## src/rtl/ov7670_cfg_pkg.sv

```systemverilog
// Shared state codes, ROM sentinels and helpers for the OV7670 config sequencer.
package ov7670_cfg_pkg;

    typedef logic [3:0] cfg_state_t;

    localparam cfg_state_t S_IDLE      = 4'd0;
    localparam cfg_state_t S_FETCH     = 4'd1;
    localparam cfg_state_t S_DECODE    = 4'd2;
    localparam cfg_state_t S_ISSUE     = 4'd3;
    localparam cfg_state_t S_WAIT_BUSY = 4'd4;
    localparam cfg_state_t S_WAIT_IDLE = 4'd5;
    localparam cfg_state_t S_DELAY     = 4'd6;
    localparam cfg_state_t S_NEXT      = 4'd7;
    localparam cfg_state_t S_DONE      = 4'd8;

    localparam logic [15:0] CFG_END      = 16'hFFFF;
    localparam logic [15:0] CFG_DELAY    = 16'hFFF0;
    localparam logic [7:0]  CFG_ADDR_MAX = 8'hFF;

    localparam int unsigned TMR_W = 18;

    function automatic logic [7:0] sat_inc8(input logic [7:0] v);
        return (v == 8'hFF) ? v : v + 8'd1;
    endfunction

endpackage

```

## src/rtl/ov7670_config_seq_timer.sv

```systemverilog
// Loadable down-counter shared by the settle delay and the write timeout.
module cfg_wait_timer
    import ov7670_cfg_pkg::*;
(
    input  logic             clk,
    input  logic             rst,
    input  logic             i_load,
    input  logic [TMR_W-1:0] i_load_val,
    input  logic             i_dec,
    output logic             o_zero
);

    logic [TMR_W-1:0] r_count;

    always_ff @(posedge clk or posedge rst) begin
        if (rst) begin
            r_count <= '0;
        end else if (i_load) begin
            r_count <= i_load_val;
        end else if (i_dec && (r_count != '0)) begin
            r_count <= r_count - TMR_W'(1);
        end
    end

    assign o_zero = (r_count == '0);

endmodule

```

## src/rtl/ov7670_config_seq.sv

```systemverilog
// Walks the OV7670 init ROM and feeds each entry to the SCCB write master.
// Optional per-write timeout: define CFG_SEQ_TIMEOUT_EN.
module ov7670_config_seq
    import ov7670_cfg_pkg::*;
#(
    parameter int unsigned DELAY_CYCLES   = 250_000,
    parameter int unsigned TIMEOUT_CYCLES = 100_000,
    parameter bit          AUTO_START     = 1'b1
) (
    input  logic        clk,
    input  logic        rst,
    input  logic        start,
    output logic [7:0]  rom_addr,
    input  logic [15:0] rom_dout,
    output logic        sccb_start,
    output logic [7:0]  sccb_reg,
    output logic [7:0]  sccb_val,
    input  logic        sccb_ready,
    output logic        busy,
    output logic        done,
    output logic        err,
    output logic [7:0]  wr_count
);

    localparam logic [TMR_W-1:0] DLY_LOAD = TMR_W'(DELAY_CYCLES - 1);
    localparam logic [TMR_W-1:0] TMO_LOAD = TMR_W'(TIMEOUT_CYCLES);

    cfg_state_t r_state;
    logic [7:0] r_addr;
    logic [7:0] r_reg;
    logic [7:0] r_val;
    logic       r_start;
    logic       r_done;
    logic       r_err;
    logic [7:0] r_wr_count;
    logic       r_auto;

    logic             w_tmr_load;
    logic [TMR_W-1:0] w_tmr_val;
    logic             w_tmr_dec;
    logic             w_tmr_zero;
    logic             w_timeout;

    // The timer is reloaded on every non-end entry; it only counts where it matters.
    always_comb begin
        w_tmr_load = 1'b0;
        w_tmr_val  = '0;
        if ((r_state == S_DECODE) && (rom_dout != CFG_END)) begin
            w_tmr_load = 1'b1;
            w_tmr_val  = (rom_dout == CFG_DELAY) ? DLY_LOAD : TMO_LOAD;
        end
    end

`ifdef CFG_SEQ_TIMEOUT_EN
    logic w_xfer;
    assign w_xfer    = (r_state == S_ISSUE)
                    || (r_state == S_WAIT_BUSY)
                    || (r_state == S_WAIT_IDLE);
    assign w_tmr_dec = (r_state == S_DELAY) || w_xfer;
    assign w_timeout = w_xfer && w_tmr_zero;
`else
    assign w_tmr_dec = (r_state == S_DELAY);
    assign w_timeout = 1'b0;
`endif

    cfg_wait_timer u_timer (
        .clk        (clk),
        .rst        (rst),
        .i_load     (w_tmr_load),
        .i_load_val (w_tmr_val),
        .i_dec      (w_tmr_dec),
        .o_zero     (w_tmr_zero)
    );

    always_ff @(posedge clk or posedge rst) begin
        if (rst) begin
            r_state    <= S_IDLE;
            r_addr     <= 8'd0;
            r_reg      <= 8'd0;
            r_val      <= 8'd0;
            r_start    <= 1'b0;
            r_done     <= 1'b0;
            r_err      <= 1'b0;
            r_wr_count <= 8'd0;
            r_auto     <= AUTO_START;
        end else begin
            r_start <= 1'b0;
            case (r_state)
                S_IDLE: begin
                    if (start || r_auto) begin
                        r_auto     <= 1'b0;
                        r_addr     <= 8'd0;
                        r_done     <= 1'b0;
                        r_err      <= 1'b0;
                        r_wr_count <= 8'd0;
                        r_state    <= S_FETCH;
                    end
                end
                S_FETCH: begin
                    r_state <= S_DECODE;
                end
                S_DECODE: begin
                    if (rom_dout == CFG_END) begin
                        r_state <= S_DONE;
                    end else if (rom_dout == CFG_DELAY) begin
                        r_state <= S_DELAY;
                    end else begin
                        r_reg   <= rom_dout[15:8];
                        r_val   <= rom_dout[7:0];
                        r_state <= S_ISSUE;
                    end
                end
                S_ISSUE: begin
                    if (sccb_ready) begin
                        r_start <= 1'b1;
                        r_state <= S_WAIT_BUSY;
                    end else if (w_timeout) begin
                        r_err   <= 1'b1;
                        r_state <= S_NEXT;
                    end
                end
                // ready may still be high from before the accept; wait for it to drop.
                S_WAIT_BUSY: begin
                    if (!sccb_ready) begin
                        r_state <= S_WAIT_IDLE;
                    end else if (w_timeout) begin
                        r_err   <= 1'b1;
                        r_state <= S_NEXT;
                    end
                end
                S_WAIT_IDLE: begin
                    if (sccb_ready) begin
                        r_wr_count <= sat_inc8(r_wr_count);
                        r_state    <= S_NEXT;
                    end else if (w_timeout) begin
                        r_err   <= 1'b1;
                        r_state <= S_NEXT;
                    end
                end
                S_DELAY: begin
                    if (w_tmr_zero) begin
                        r_state <= S_NEXT;
                    end
                end
                S_NEXT: begin
                    if (r_addr == CFG_ADDR_MAX) begin
                        r_state <= S_DONE;
                    end else begin
                        r_addr  <= r_addr + 8'd1;
                        r_state <= S_FETCH;
                    end
                end
                S_DONE: begin
                    r_done  <= 1'b1;
                    r_state <= S_IDLE;
                end
                default: begin
                    r_state <= S_IDLE;
                end
            endcase
        end
    end

    assign rom_addr   = r_addr;
    assign sccb_start = r_start;
    assign sccb_reg   = r_reg;
    assign sccb_val   = r_val;
    assign busy       = (r_state != S_IDLE);
    assign done       = r_done;
    assign err        = r_err;
    assign wr_count   = r_wr_count;

endmodule

```

## config.mk

```make
export PLATFORM = sky130hd
export DESIGN_NAME = ov7670_config_seq
export DESIGN_NICKNAME = d
export VERILOG_FILES = /design/src/rtl/ov7670_cfg_pkg.sv /design/src/rtl/ov7670_config_seq_timer.sv /design/src/rtl/ov7670_config_seq.sv
export SDC_FILE = /design/constraint.sdc
export NUM_CORES = 1
export LEC_CHECK = 0
export ABC_AREA = 1
export CORE_AREA = 2 2 94 96
export CTS_CLUSTER_SIZE = 14
export DETAILED_ROUTE_END_ITERATION = 6
export DIE_AREA = 0 0 96 98
export SETUP_SLACK_MARGIN = 0.5
export SLEW_MARGIN = 0
export SYNTH_ARGS = -nofsm -noshare
export SYNTH_HDL_FRONTEND = slang
export SYNTH_SLANG_ARGS = --single-unit
```

## constraint.sdc

```tcl
create_clock -name clk -period 2.3 [get_ports clk]
set_clock_uncertainty 0.1 [all_clocks]
set_input_delay 0.345 -clock clk [delete_from_list [all_inputs] [get_ports clk]]
set_output_delay 0.345 -clock clk [all_outputs]
set_load 0.05 [all_outputs]
```

==> results of run 1 <==
## cell type report
class	count	area (sq um)	share of cell area [%]
multi-input combinational	349	1690	38.7
clock buffer	11	141	3.23
clock inverter	5	103	2.34
tap	108	135	3.09
timing repair buffer	71	696	15.9
inverter	42	176	4.03
sequential	57	1430	32.8
## Yosys cell counts, drive strengths merged
master and instances:
conb 1, a21oi 5, xor2 9, ha 3
nor2 54, o41ai 1, dfstp 1, nand2 180
o2bb2ai 1, inv 42, or2 3, dfrtp 56
o21ai 18, buf 9, o31ai 1, nand3 61
nand3b 2, clkbuf 1, o211ai 1, nor3 5
nand4 4
## placed cells by master, fill, tap and decap left out, drive strengths merged
cell           count
clkdlybuf4s50     16
dlymetal6s2s       3
dfrtp             56
nand3             61
or2                3
clkdlybuf4s15      1
o31ai              1
nand3b             2
o2bb2ai            1
xor2               9
clkinv             2
bufinv             3
nand2            180
conb               1
nor3               5
nand4              4
clkinvlp           2
o21ai             18
a21oi              5
inv               40
buf               17
ha                 3
o211ai             1
o41ai              1
dlygate4sd2       31
nor2              54
dfstp              1
clkbuf            14
## worst paths after layout
kind / start / end / slack (ps) / depth (start not counted)
min in group asynchronous: rst / wr_count[6] / 230 / 2
min reg2reg: sccb_reg[5] / sccb_reg[5] / 370 / 2
max in group asynchronous: rst / r_state[0] / 1260 / 3
max: wr_count[3] / wr_count[3] / 550 / 1
min: rom_dout[7] / sccb_val[7] / 190 / 3
max reg2reg: r_state[1] / u_timer.r_count[13] / 560 / 8
## worst min-delay path: cells and delay by family
family	cells	cell delay, ps
AND/OR/NAND/NOR	2	150
buffers and inverters	1	100
## cells by family after synthesis
group,Yosys count
compound gates,27
other cells,1
buf+inv,52
simple gates,309
fa+ha+maj,3
flops,57
xor+xnor,9
## per-stage QoR
stage / worst slack, ps / power, mW / instance area, sq um / std cells
floorplan: 499 / 3.85 / 3290 / 458
global placement: 106 / 4.61 / 3950 / 617
detailed placement: 71.0 / 4.66 / 3950 / 617
CTS: 491 / 5.79 / 4220 / 637
global route: 460 / 6.36 / 4380 / 643
finish: 550 / 5.93 / 4380 / 643
## power breakdown
part	total (mW)	leakage, nW	internal [mW]	switching, mW
combinational	3.11	1.45	1.00	2.11
clock	1.15	0.120	0.748	0.401
sequential	1.67	0.732	1.35	0.323
total	5.93	2.30	3.10	2.83
## repair_timing
item,4_1_cts,5_1_grt
setup endpoints to repair,77,55
gates cloned,0,1
pin swaps,2,6
gates resized for setup,40,32
setup buffers,4,5
## per-layer routing
layer | up-vias | track usage [%] | part of all wire (%)
met2 | 76 | 27.0 | 46
met5 | - | 0 | 0
met4 | 0 | 4.62 | 0.97
met1 | 1449 | 23.0 | 47
li1 | 1603 | - | -
met3 | 7 | 4.48 | 6.0
==> reports/metrics.cfg, run 1 <==
[layout]
drive_above_1_share_pct=14.8
largest_reg_flops=18
fin_util_pct=51.7
regMostFlops=u_timer.r_count
nets=553
n_fill_cell=844
syn2layout_area_growth_pct=33.4
n_antenna_cell=0

[clock_tree]
clkTransAtPathRegs_ps=70
root_buffer=clkbuf_8
cts.path.max_buffers=2
cts_inserted_buffers=9
htree_levels=3
cts_tree=yes
clock_latency_ps=340
cts.sinks=57
cts_hold_buf=0

[placement]
port_buffers=54
post-dp-hpwl_mm=5.68
gp_congestion=0.847

[logic_synthesis]
syn_inst=458
synthAdderAreaFrac_pct=1.14
synthesis.area_sq_um=3280
synthXorXnorAreaFrac_pct=2.40
synth.avg_cell_area_sq_um=7.16
syn_nets=481
synthSimpleGateAreaFrac_pct=40.8
ys_seq_area_share_pct=43.5
ys_types=35
synth_top_area_share_pct=42.7
yosys-top-cells-area=dfrtp_1 (43%), nand2_1 (20%), nand3_1 (9.0%)
synthMuxAreaShare_pct=0
ys_warn_count=0
ys_seq_elements=57
netlist.top_cell.by_area=dfrtp_1
synth_compound_area_share_pct=4.73
synth_top_family_by_area=simple AND/OR/NAND/NOR gates

[sta]
setup-tns-final_ps=0
hold_ws_ps=186
max_freq_ghz=0.572
finalCritPeriodShare_pct=76.1
rsz0062_at_grt=yes
relSlewSlack_pct=65.4
worstMarginPinSlew_ps=521
period_needed_ps=1750
setup_viol=0
hold_violations=0
report.final.slew_viol_count=0

[job]
cap_violations=0

[setup_path]
cp_cell_sequence=dlygate4sd2_1
cp-start-kind=flop
crit_arrival_ps=1300
critPathKind=reg -> out
cp_slowest_cell=dlygate4sd2_1
path_delay_family=buffers and inverters
cp_slowest_stage_delay_ps=550
cp_max_fo=5
critPathBufInv=1
cp_data_required_time_ps=1860
endpoint_kind=output pin

[drt]
route.detailed.drc=0
viasPerCell=4.88
drtAntennaViolNets=0
drtIter0Drc=126
totalWireLength_mm=7.83
vias=3135
drt-pass1-iter-count=5
wire_per_inst_microns=12.2

[outcome]
outcome=finished, final reports clean

[floorplan]
core_sq_um=8470
start_util_pct=38.8
ioPinCount=56
rows=34
fp.dieW_microns=96
dieArea_sq_um=9410
die_h_microns=98

[power]
p_per_area_nw_per_um2=1350
leakagePower_nw=2.30
ir_worst_vdd_uv=708

[global_routing]
grt_remaining_overflow=0
grt_antenna_before_repair=0
grt_use_total_pct=17.1
grt_pass1_wl_mm=12.9
grt_max_degree=23
grt_pass1_vias=2806

[worst_hold_path]
worstHoldPathType=in -> reg

Power figures use the tool's default switching activity.
==> run 2: changes to the inputs <==
==> constraint.sdc (replaced) <==
create_clock -name clk -period 1.58 [get_ports clk]
set_clock_uncertainty 0.1 [all_clocks]
set_input_delay 0.237 -clock clk [delete_from_list [all_inputs] [get_ports clk]]
set_output_delay 0.237 -clock clk [all_outputs]
set_load 0.05 [all_outputs]
==> run 2 against run 1 <==
The flow now finishes with violations (setup timing). Worst setup slack got worse by 720 ps. Cell count is 18% higher. First-iteration DRC count is 32% higher. Hold slack better by 52 ps. Routed wire length increased by 40%. Via count up 20%.
==> reports/metrics.cfg, run 2 (synthesis gave the netlist of run 1 again) <==
[global_routing]
grt_max_degree=58  ; +150%
grt_antenna_before_repair=0  ; unchanged
grt_remaining_overflow=0  ; unchanged
grt_pass1_vias=3602  ; +28%
grt_use_total_pct=21.9  ; +4.8 points
grt_pass1_wl_mm=16.4  ; +27%

[clock_tree]
cts_hold_buf=0  ; unchanged
htree_levels=3  ; unchanged
cts.path.max_buffers=2  ; unchanged
root_buffer=clkbuf_8
clkTransAtPathRegs_ps=70  ; about the same
cts_inserted_buffers=9  ; unchanged
clock_latency_ps=340  ; about the same
cts.sinks=57  ; unchanged
cts_tree=yes

[power]
p_seq_share_pct=19.4  ; -8.7 points
leakagePower_nw=3.06  ; +33%
p_comb_share_pct=66.4  ; +14 points
pwr-share-clk_pct=14.3  ; -5.1 points
p_sw_mw=5.59  ; +97%
switching_share_pct=43.6  ; -4.1 points
p_per_area_nw_per_um2=2040  ; +51%
p_int_mw=7.22  ; +130%
p_total_mw=12.8  ; +120%
ir_worst_vdd_uv=1360  ; +92%

[setup_path]
critPathKind=reg -> reg
cp_data_required_time_ps=1700  ; -160 ps
reg2reg_depth=11  ; +3
crit_arrival_ps=1870  ; +570 ps
cp_max_fo=8  ; +3
endpoint_kind=flop
cp-start-kind=flop

[drt]
viasPerCell=4.97  ; +1.8%
drt-pass1-iter-count=4  ; -1
wire_per_inst_microns=14.5  ; +19%
drtAntennaViolNets=0  ; unchanged
route.detailed.drc=0  ; unchanged
vias=3764  ; +20%
drtIter0Drc=166  ; +32%
totalWireLength_mm=11.0  ; +40%

[floorplan]
die_h_microns=98  ; unchanged
rows=34  ; unchanged
core_sq_um=8470  ; unchanged
start_util_pct=38.8  ; unchanged
ioPinCount=56  ; unchanged
fp.dieW_microns=96  ; unchanged
dieArea_sq_um=9410  ; unchanged

[placement]
place_ws_ps=-455  ; -526 ps
gp_congestion=0.864  ; +2.0%
port_buffers=54  ; unchanged
post-dp-hpwl_mm=6.29  ; +11%
placed_cells=683  ; +11%

[layout]
regMostFlops=u_timer.r_count
largest_reg_flops=18  ; unchanged
final_common_cell=nand2_1
n_antenna_cell=0  ; unchanged
fin_util_pct=74.2  ; +22 points
layout_common_cells=nand2_1 (126), buf_4 (90), nand3_1 (44), dfrtp_1 (41), buf_12 (41)
nets=668  ; +21%
instances_no_fill=758  ; +18%
drive_above_1_share_pct=50.6  ; +36 points
syn2layout_area_growth_pct=91.5

[outcome]
violations=setup timing
outcome=complete, but fails checks

[sta]
report.final.slew_viol_count=0  ; unchanged
finalCritPeriodShare_pct=111
fin_ws_ps=-168  ; -719 ps
hold_violations=0  ; unchanged
setup_viol=55  ; +55
max_freq_ghz=0.572
period_needed_ps=1750
setup-tns-final_ps=-6030  ; -6030 ps
rsz0062_at_grt=yes

[worst_hold_path]
worstHoldPathType=in -> async

[job]
cap_violations=0  ; unchanged

[run 2: cell types whose count changed in the layout (fill, tap and decap cells not counted), moves of 14 or more]
| cell | change |
|---|---|
| nand3_1 | -14 |
| dlygate4sd2_1 | -31 |
| nand2_2 | +34 |
| buf_12 | +37 |
| buf_4 | +78 |
| nand2_1 | -45 |
| buf_6 | +29 |
[run 2: cell type report]
class	instances	area [sq um]
multi-input combinational	351	2150
fill	539	2180
inverter	42	205
clock buffer	10	128
timing repair buffer	182	2060
clock inverter	6	130
timing repair inverter	2	22.5
sequential	57	1450
tap	108	135
[run 2: final timing paths]
check | slack, ps | from | to
worst max-delay path | -170 | r_state[0] | rom_addr[2]
worst min-delay path | 240 | rst | sccb_val[2]
worst max register to register | -170 | r_state[0] | rom_addr[2]
worst min register to register | 450 | sccb_reg[4] | sccb_reg[4]
max in group asynchronous | 850 | rst | r_auto
min in group clk | 380 | rom_dout[12] | sccb_reg[4]
[run 2: timing repair]
item | 4_1_cts | 5_1_grt
setup buffers | 33 | 20
setup endpoints to repair | 92 | 92
pin swaps | 40 | 30
cloned | 2 | 4
resized for setup | 86 | 87
[run 2: critical path, stage by stage, from the launching register on]
cell	delay, ps
dfrtp_2	430
buf_12	130
nor2_4	120
nand2_4	80
buf_12	140
buf_6	110
a21oi_4	140
inv_4	70
nand2_8	110
inv_6	60
nand2_2	60
o31ai_1	80
[run 2: power by group through the flow]
stage	combinational (mW)	sequential (mW)	clock (mW)
final	8.50	2.48	1.83
after floorplan	2.54	3.28	0
after global routing	9.07	2.53	1.91
after detailed placement	6.31	2.44	0
after CTS	7.37	2.43	1.85
after global placement	6.20	2.44	0
[run 2: layer usage]
metal / GRT usage [%] / share of wire (%) / vias up
met5: 0 / 0 / -
met4: 6.48 / 1.8 / 0
met3: 4.17 / 4.0 / 18
met2: 37.8 / 54 / 97
met1: 27.4 / 40 / 1822
li1: - / - / 1827
[run 2: stage by stage]
| stage | instance area, sq um | hold WS, ps |
|---|---|---|
| after global placement | 4950 | 370 |
| final | 6280 | 239 |
| after detailed placement | 4950 | 384 |
| after CTS | 5800 | 237 |
| after floorplan | 3410 | 223 |
| after global routing | 6280 | 265 |
==> run 3: changes to the inputs <==
--- a/config.mk
+++ b/config.mk
@@ -6,6 +6,7 @@
 export NUM_CORES = 1
 export LEC_CHECK = 0
 export ABC_AREA = 1
+export ABC_CLOCK_PERIOD_IN_PS = 1580
 export CORE_AREA = 2 2 94 96
 export CTS_CLUSTER_SIZE = 14
 export DETAILED_ROUTE_END_ITERATION = 6
==> results of run 3 <==
No change in the layout: final DEF, timing and power equal those of run 2.
